<file path="src/rtl/bcd_pkg.sv">
// Shared BCD definitions: digit width, digit limits and helpers
// used by the multi-digit counter and its per-decade slices.
package bcd_pkg;

  localparam int         BCD_W      = 4;
  localparam logic [3:0] BCD_MAX    = 4'd9;
  localparam logic [3:0] BCD_MIN    = 4'd0;
  localparam int         MAX_DIGITS = 8;

  function automatic logic is_bcd(input logic [BCD_W-1:0] nibble);
    return (nibble <= BCD_MAX);
  endfunction

  // All-9s packed vector for the lowest `digits` decades; upper decades stay 0.
  function automatic logic [BCD_W*MAX_DIGITS-1:0] all_nines(input int digits);
    logic [BCD_W*MAX_DIGITS-1:0] v;
    v = '0;
    for (int i = 0; i < MAX_DIGITS; i++) begin
      if (i < digits) v[i*BCD_W +: BCD_W] = BCD_MAX;
    end
    return v;
  endfunction

endpackage

</file>
<file path="src/rtl/bcd_digit.sv">
// One BCD decade: sync reset, sanitising load, up/down step with carry/borrow out.
// Latency 1 clock for load/step; en_out is combinational from en_in, up and q_digit.
module bcd_digit
  import bcd_pkg::*;
(
  input  logic             clk,
  input  logic             rst,
  input  logic [BCD_W-1:0] rst_val,
  input  logic             load,
  input  logic [BCD_W-1:0] ld_val,
  input  logic             en_in,
  input  logic             up,
  input  logic             freeze,
  output logic [BCD_W-1:0] q_digit,
  output logic             en_out
);

  logic at_edge;

  assign at_edge = up ? (q_digit == BCD_MAX) : (q_digit == BCD_MIN);
  assign en_out  = en_in & at_edge;

  always_ff @(posedge clk) begin
    if (rst) begin
      q_digit <= rst_val;
    end else if (load) begin
      // Non-decimal nibbles are forced to 0 so q is always valid BCD.
      q_digit <= is_bcd(ld_val) ? ld_val : BCD_MIN;
    end else if (en_in && !freeze) begin
      if (up) q_digit <= at_edge ? BCD_MIN : q_digit + 4'd1;
      else    q_digit <= at_edge ? BCD_MAX : q_digit - 4'd1;
    end
  end

endmodule

</file>
<file path="src/rtl/bcd_counter_multi.sv">
// DIGITS-decade BCD up/down counter with load, enable and terminal count; 1-clock latency.
// Wraps at the boundary by default; defining BCD_SAT_EN makes it saturate instead.
module bcd_counter_multi
  import bcd_pkg::*;
#(
  parameter int                    DIGITS  = 4,
  parameter logic [4*DIGITS-1:0]   RST_VAL = '0
) (
  input  logic                clk,
  input  logic                rst,
  input  logic                en,
  input  logic                up,
  input  logic                load,
  input  logic [4*DIGITS-1:0] din,
  output logic [4*DIGITS-1:0] q,
  output logic                tc,
  output logic                load_err
);

  logic [DIGITS:0] carry;
  logic            freeze;
  logic            din_bad;

  assign carry[0] = en;
  assign tc       = carry[DIGITS];

`ifdef BCD_SAT_EN
  // At the boundary the whole count is blocked, leaving tc asserted.
  assign freeze = tc;
`else
  assign freeze = 1'b0;
`endif

  for (genvar i = 0; i < DIGITS; i++) begin : g_digit
    bcd_digit u_digit (
      .clk     (clk),
      .rst     (rst),
      .rst_val (RST_VAL[i*BCD_W +: BCD_W]),
      .load    (load),
      .ld_val  (din[i*BCD_W +: BCD_W]),
      .en_in   (carry[i]),
      .up      (up),
      .freeze  (freeze),
      .q_digit (q[i*BCD_W +: BCD_W]),
      .en_out  (carry[i+1])
    );
  end

  always_comb begin
    din_bad = 1'b0;
    for (int i = 0; i < DIGITS; i++) begin
      if (!is_bcd(din[i*BCD_W +: BCD_W])) din_bad = 1'b1;
    end
  end

  always_ff @(posedge clk) begin
    if (rst)       load_err <= 1'b0;
    else if (load) load_err <= din_bad;
    else           load_err <= 1'b0;
  end

endmodule

</file>
<file path="config.mk">
export PLATFORM = sky130hd
export DESIGN_NAME = bcd_counter_multi
export DESIGN_NICKNAME = d
export VERILOG_FILES = /design/src/rtl/bcd_pkg.sv /design/src/rtl/bcd_digit.sv /design/src/rtl/bcd_counter_multi.sv
export SDC_FILE = /design/constraint.sdc
export NUM_CORES = 1
export LEC_CHECK = 0
export CAP_MARGIN = 30
export CORE_MARGIN = 5
export CORE_UTILIZATION = 33
export DETAILED_ROUTE_END_ITERATION = 10
export RECOVER_POWER = 25
export SYNTH_ARGS = -nofsm -noshare
export SYNTH_HDL_FRONTEND = slang
export SYNTH_SLANG_ARGS = --single-unit
</file>
<file path="constraint.sdc">
create_clock -name clk -period 2.3 [get_ports clk]
set_input_delay 0.575 -clock clk [delete_from_list [all_inputs] [get_ports clk]]
set_output_delay 0.575 -clock clk [all_outputs]
set_load 0.02 [all_outputs]
</file>
== Word level (Yosys, flattened, before mapping) ==
Index checks and enable logic that the tools add are counted.
Widths: inputs -> output; s select.

* Flip-flop bits (word level): 17
* Output and inout port bits: 18
* Input port bits: 21
* Logic and storage cells: 67

* Add/subtract/negate cells: 8
* Equality and inequality tests: 4
* Reduce and logical (&&, ||, !) cells: 9
* Bitwise logic cells: 5
* Muxes and demuxes: 32
* Order comparisons: 4

{| class="wikitable"
|+ Operators by type and width
! cell !! number
|-
| $mux 4 || 24
|-
| $add 4x1->4 const B || 4
|-
| $eq 4x4->1 const B || 4
|-
| $le 4x4->1 const B || 4
|-
| $logic_not 4->1 || 4
|-
| $sub 4x1->4 const B || 4
|-
| $mux 1 || 8
|-
| $reduce_bool 2->1 || 4
|-
| $and 1x1->1 || 4
|-
| $reduce_or 2->1 || 1
|-
| $not 1->1 || 1
|}

== Depth between registers and ports, before layout ==
* Depth in word-level cells: 7
* Depth in mapped cells: 8
* Depth with buffers taken out: 7

== Cells and area by module ==
From an unflattened synthesis, not the netlist that was laid out.

* Cells, all modules: 232
* Area total of the unflattened synthesis: 1960.6 um^2

{| class="wikitable"
|+ Modules (own cells, without submodules)
! module !! times used !! cells each !! area an instance (um^2) !! seq. area each (um^2)
|-
| bcd_digit || 4 || 56 || 471.7 || 120.1
|-
| bcd_counter_multi || 1 || 8 || 73.8 || 20.0
|}

== Least setup slack after synthesis ==
No wires, ideal clock.

* Path type: register to output
* Start: reg g_digit[0].u_digit.q_digit[0]
* End: out tc
* Required time: 1.725 ns
* Data arrival time: 2.030 ns
* Setup slack: -0.305 ns
* Path buffers: 1
* Stages on the path, launching flop included: 8
* Cell sequence: dfxtp_1 -> clkbuf_1 -> inv_1 -> ha_1 -> or3b_4 -> a21oi_4 -> nand3_1 -> nor3_1

* Longest elaborated chain between the ends: 6
* Elaborated cells on any way between the ends: 7
* Those cells by class: eq/ne: 1; mux: 1; bitwise: 4; reduce/logical: 1

{| class="wikitable"
|+ Ends and longest elaborated chain
! element !! RTL line !! RTL
|-
| from (decl) || bcd_digit.sv:14 || <nowiki>output logic [BCD_W-1:0] q_digit,</nowiki>
|-
| from (signal assigned) || bcd_digit.sv:25 || <nowiki>q_digit <= rst_val;</nowiki>
|-
| from (signal assigned) || bcd_digit.sv:28 || <nowiki>q_digit <= is_bcd(ld_val) ? ld_val : BCD_MIN;</nowiki>
|-
| from (signal assigned) || bcd_digit.sv:30 || <nowiki>if (up) q_digit <= at_edge ? BCD_MIN : q_digit + 4'd1;</nowiki>
|-
| $eq 4x4->1 / $logic_not 4->1 (equally long branches) || bcd_digit.sv:20 || <nowiki>assign at_edge = up ? (q_digit == BCD_MAX) : (q_digit == BCD_MIN);</nowiki>
|-
| $mux 1 (*) || bcd_digit.sv:20 ||
|-
| $and 1x1->1 (*) (4 in a row) || bcd_digit.sv:21 || <nowiki>assign en_out = en_in & at_edge;</nowiki>
|-
| to (decl) || bcd_counter_multi.sv:16 || <nowiki>output logic tc,</nowiki>
|}

Every way passes the cells marked *; elsewhere a longest branch is shown, timed or not.

== Worst setup path in the final report ==
* Start: in up
* End: out tc

* Longest elaborated chain between the ends: 5
* Elaborated cells on any way between the ends: 8
* Those cells by class: mux: 4; bitwise: 4

{| class="wikitable"
|+ Ends and longest elaborated chain
! element !! RTL line !! RTL
|-
| from (decl) || bcd_counter_multi.sv:12 || <nowiki>input logic up,</nowiki>
|-
| $mux 1 || bcd_digit.sv:20 ||
|-
| $and 1x1->1 (3 in a row) || bcd_digit.sv:21 ||
|-
| $and 1x1->1 (*) || bcd_digit.sv:21 ||
|}

Marks and branches as above.

==> reports/metrics.csv <==
metric,value,unit
hold_viol,0,
fin_skew,0.00244,ns
die_w,80.0,microns
power.density,420,nW/um^2
numPortBuffers,38,
clock-sinks,17,
ys_ff_latch,17,
n_fill_cell,482,
numCtsBuffers,3,
placedCellCount,354,
drt-total-wl,4920,microns
clk_latency,0.26,ns
synth_common_cells,"dfxtp_1 (17), nand2_1 (16), nand3_1 (15)",
synth.largest_area_cell,dfxtp_1,
grt_usage,15.5,%
grt_max_degree,19,
synth_area_leaders,"dfxtp_1 (21%), ha_1 (9.3%), nand3_1 (4.6%)",
combPwrFrac,44.8,%
drc,0,
htree_levels,1,
drtIter0Drc,88,
setup_violations,1,
post-route-period-util,100,%
switching_share,35.1,%
p_seq_share,31.8,%
gp_congestion,0.860,
clk_pin_slew_worst_paths,0.08,ns
synth-edff-count,0,
violations,setup timing,
die_h,80.0,microns
tightestPinTransition,0.446,ns
cts_buffer_depth,2,
ys_warn_count,0,
avgRoutedWirePerCell,13.6,microns
setup_slack,-0.00396,ns
via_count,1850,
post_synth_instance_area,1620,sq um
synth.distinct_cells,55,
power_leakage,0.00104,uW
crit_type,in -> out,
startpoint_type,input pin,
globalRouteOverflowTotal,0,
cts_tree,built,
maxCapViolations,0,
synth_area_per_cell,7.55,sq um
drive_gt1_share,26.8,%
synth_top_area_share,21.1,%
synthArstFlopShare,0,%
ant_nets,0,
clk_root_buffer_cell,clkbuf_8,
endpoint_kind,output port,
fin_cells,362,
p_int,686,uW
grt_antenna_before_repair,0,
syn_inst,214,
cp.arrival,1.73,ns
rows,25,
preCtsSetupSlack,-0.859,ns
yosysSeqAreaShare,21.1,%
first_pass_iters,4,
syn_nets,247,
ir_drop,0.197,mV
critical_path_peak_fanout,5,
fmax,434,MHz
hold_path.class,reg -> reg,
area_growth,55.8,%
via_per_inst,5.11,
n_antenna_cell,0,
cts_hold_buf,0,
fin_crit,2.30,ns
fp.coreArea,4750,sq um
hpwl,3720,microns
power_frac_clock,23.3,%
yosysMostFrequentCell,dfxtp_1,
drv_slew,0,
grt_first_pass_wirelength,8000,microns
nets,329,
switching_power,371,uW
synth-main-ff-cell,dfxtp_1,
r2r_setup_slack,0.28,ns
dieArea,6400,sq um
status,"complete, but fails checks",
cp_data_required_time,1.73,ns
grt_pass1_vias,1739,
slew_headroom,69.5,%
start_util,34.0,%
io_pins,39,
rsz0062_at_grt,true,
[power by group through the flow]
stage	combinational [uW]	clock (uW)	sequential, uW
floorplan	219	0	371
global placement	465	0	342
detailed placement	464	0	342
CTS	480	248	336
global route	520	263	339
finish	474	247	336
[flip-flops by register name (all words and copies together) (netlist names)]
signal	cells
load_err	1
g_digit.u_digit.q_digit	16
[path summary, 6_finish.rpt]
check | start | endpoint | cells past startpoint
worst max register to register | g_digit[0].u_digit.q_digit[1]$_SDFFE_PP0P_ | g_digit[1].u_digit.q_digit[2]$_SDFFE_PP0P_ | 9
worst min-delay path | g_digit[2].u_digit.q_digit[1]$_SDFFE_PP0P_ | g_digit[2].u_digit.q_digit[1]$_SDFFE_PP0P_ | 3
worst max-delay path | up | tc | 7
worst min register to register | g_digit[2].u_digit.q_digit[1]$_SDFFE_PP0P_ | g_digit[2].u_digit.q_digit[1]$_SDFFE_PP0P_ | 3
[through the flow]
stage	power (uW)	utilization (%)	TNS, ns	area [sq um]	hold slack (ns)
3_5_place_dp	807	51.0	-2.66	2420	0.607
5_1_grt	1120	53.0	-0.188	2520	0.661
2_1_floorplan	591	-	0	1640	0.615
6_report	1060	53.0	-0.00396	2520	0.621
4_1_cts	1060	53.1	-0.0957	2520	0.623
3_3_place_gp	807	51.0	-2.47	2420	0.597
[critical path, stage by stage]
cell and delay (ns):
buf_6 0.09, buf_6 0.11, or3b_4 0.41, a21oi_4 0.15
nand3_2 0.11, nor3_4 0.14, buf_6 0.14
[area by class of cell]
cell class                 instances  area, sq um  share of cell area (%)
clock buffer                       4         45.0                    1.79
timing repair buffer              93          800                    31.7
tap                               67         83.8                    3.33
multi-input combinational        166         1190                    47.3
sequential                        17          343                    13.6
inverter                          15         56.3                    2.24
[layout by cell type, fill, tap and decap left out, drive strengths merged, types with 3 or more instances in the layout]
cell type	Yosys	routed
clkbuf	10	6
nand3	15	15
nand2	17	17
a211oi	6	6
dfxtp	17	17
xor2	5	5
nand2b	8	8
clkdlybuf4s50	0	31
nor2	13	13
nor3	6	6
o21ai	12	12
a21oi	16	16
mux2i	3	3
ha	12	12
dlygate4sd3	0	4
buf	6	55
o31ai	3	3
inv	14	14
nand3b	3	3
a221oi	4	4
a31oi	5	5
or3	3	3
[routing by layer]
metal  part of all wire, %  global-route usage, %  vias up
met2                    47                   25.4       45
met4                  0.39                   3.21        0
met3                   5.1                   2.71        4
met1                    47                   21.2      856
met5                     0                      0        -
li1                      -                      -      945
[cells by family (layout without fill, tap and decap cells)]
logic type	after synthesis	after routing	synth area share (%)
DFF	17	17	21.1
and+or+nand+nor	74	74	24.0
adders and majority gates	12	12	9.29
buffers and inverters	31	112	7.51
xor gates and xnor gates	7	7	3.79
AOI/OAI and AO/OA	70	70	32.5
muxes	3	3	1.86
[repair_timing]
action | 4_1_cts | 5_1_grt
endpoints found under the setup margin | 1 | 1
buffers inserted | 3 | 1
resized for setup | 20 | 2
pin swaps | 4 | 3
(Power assumes the default switching activity.)
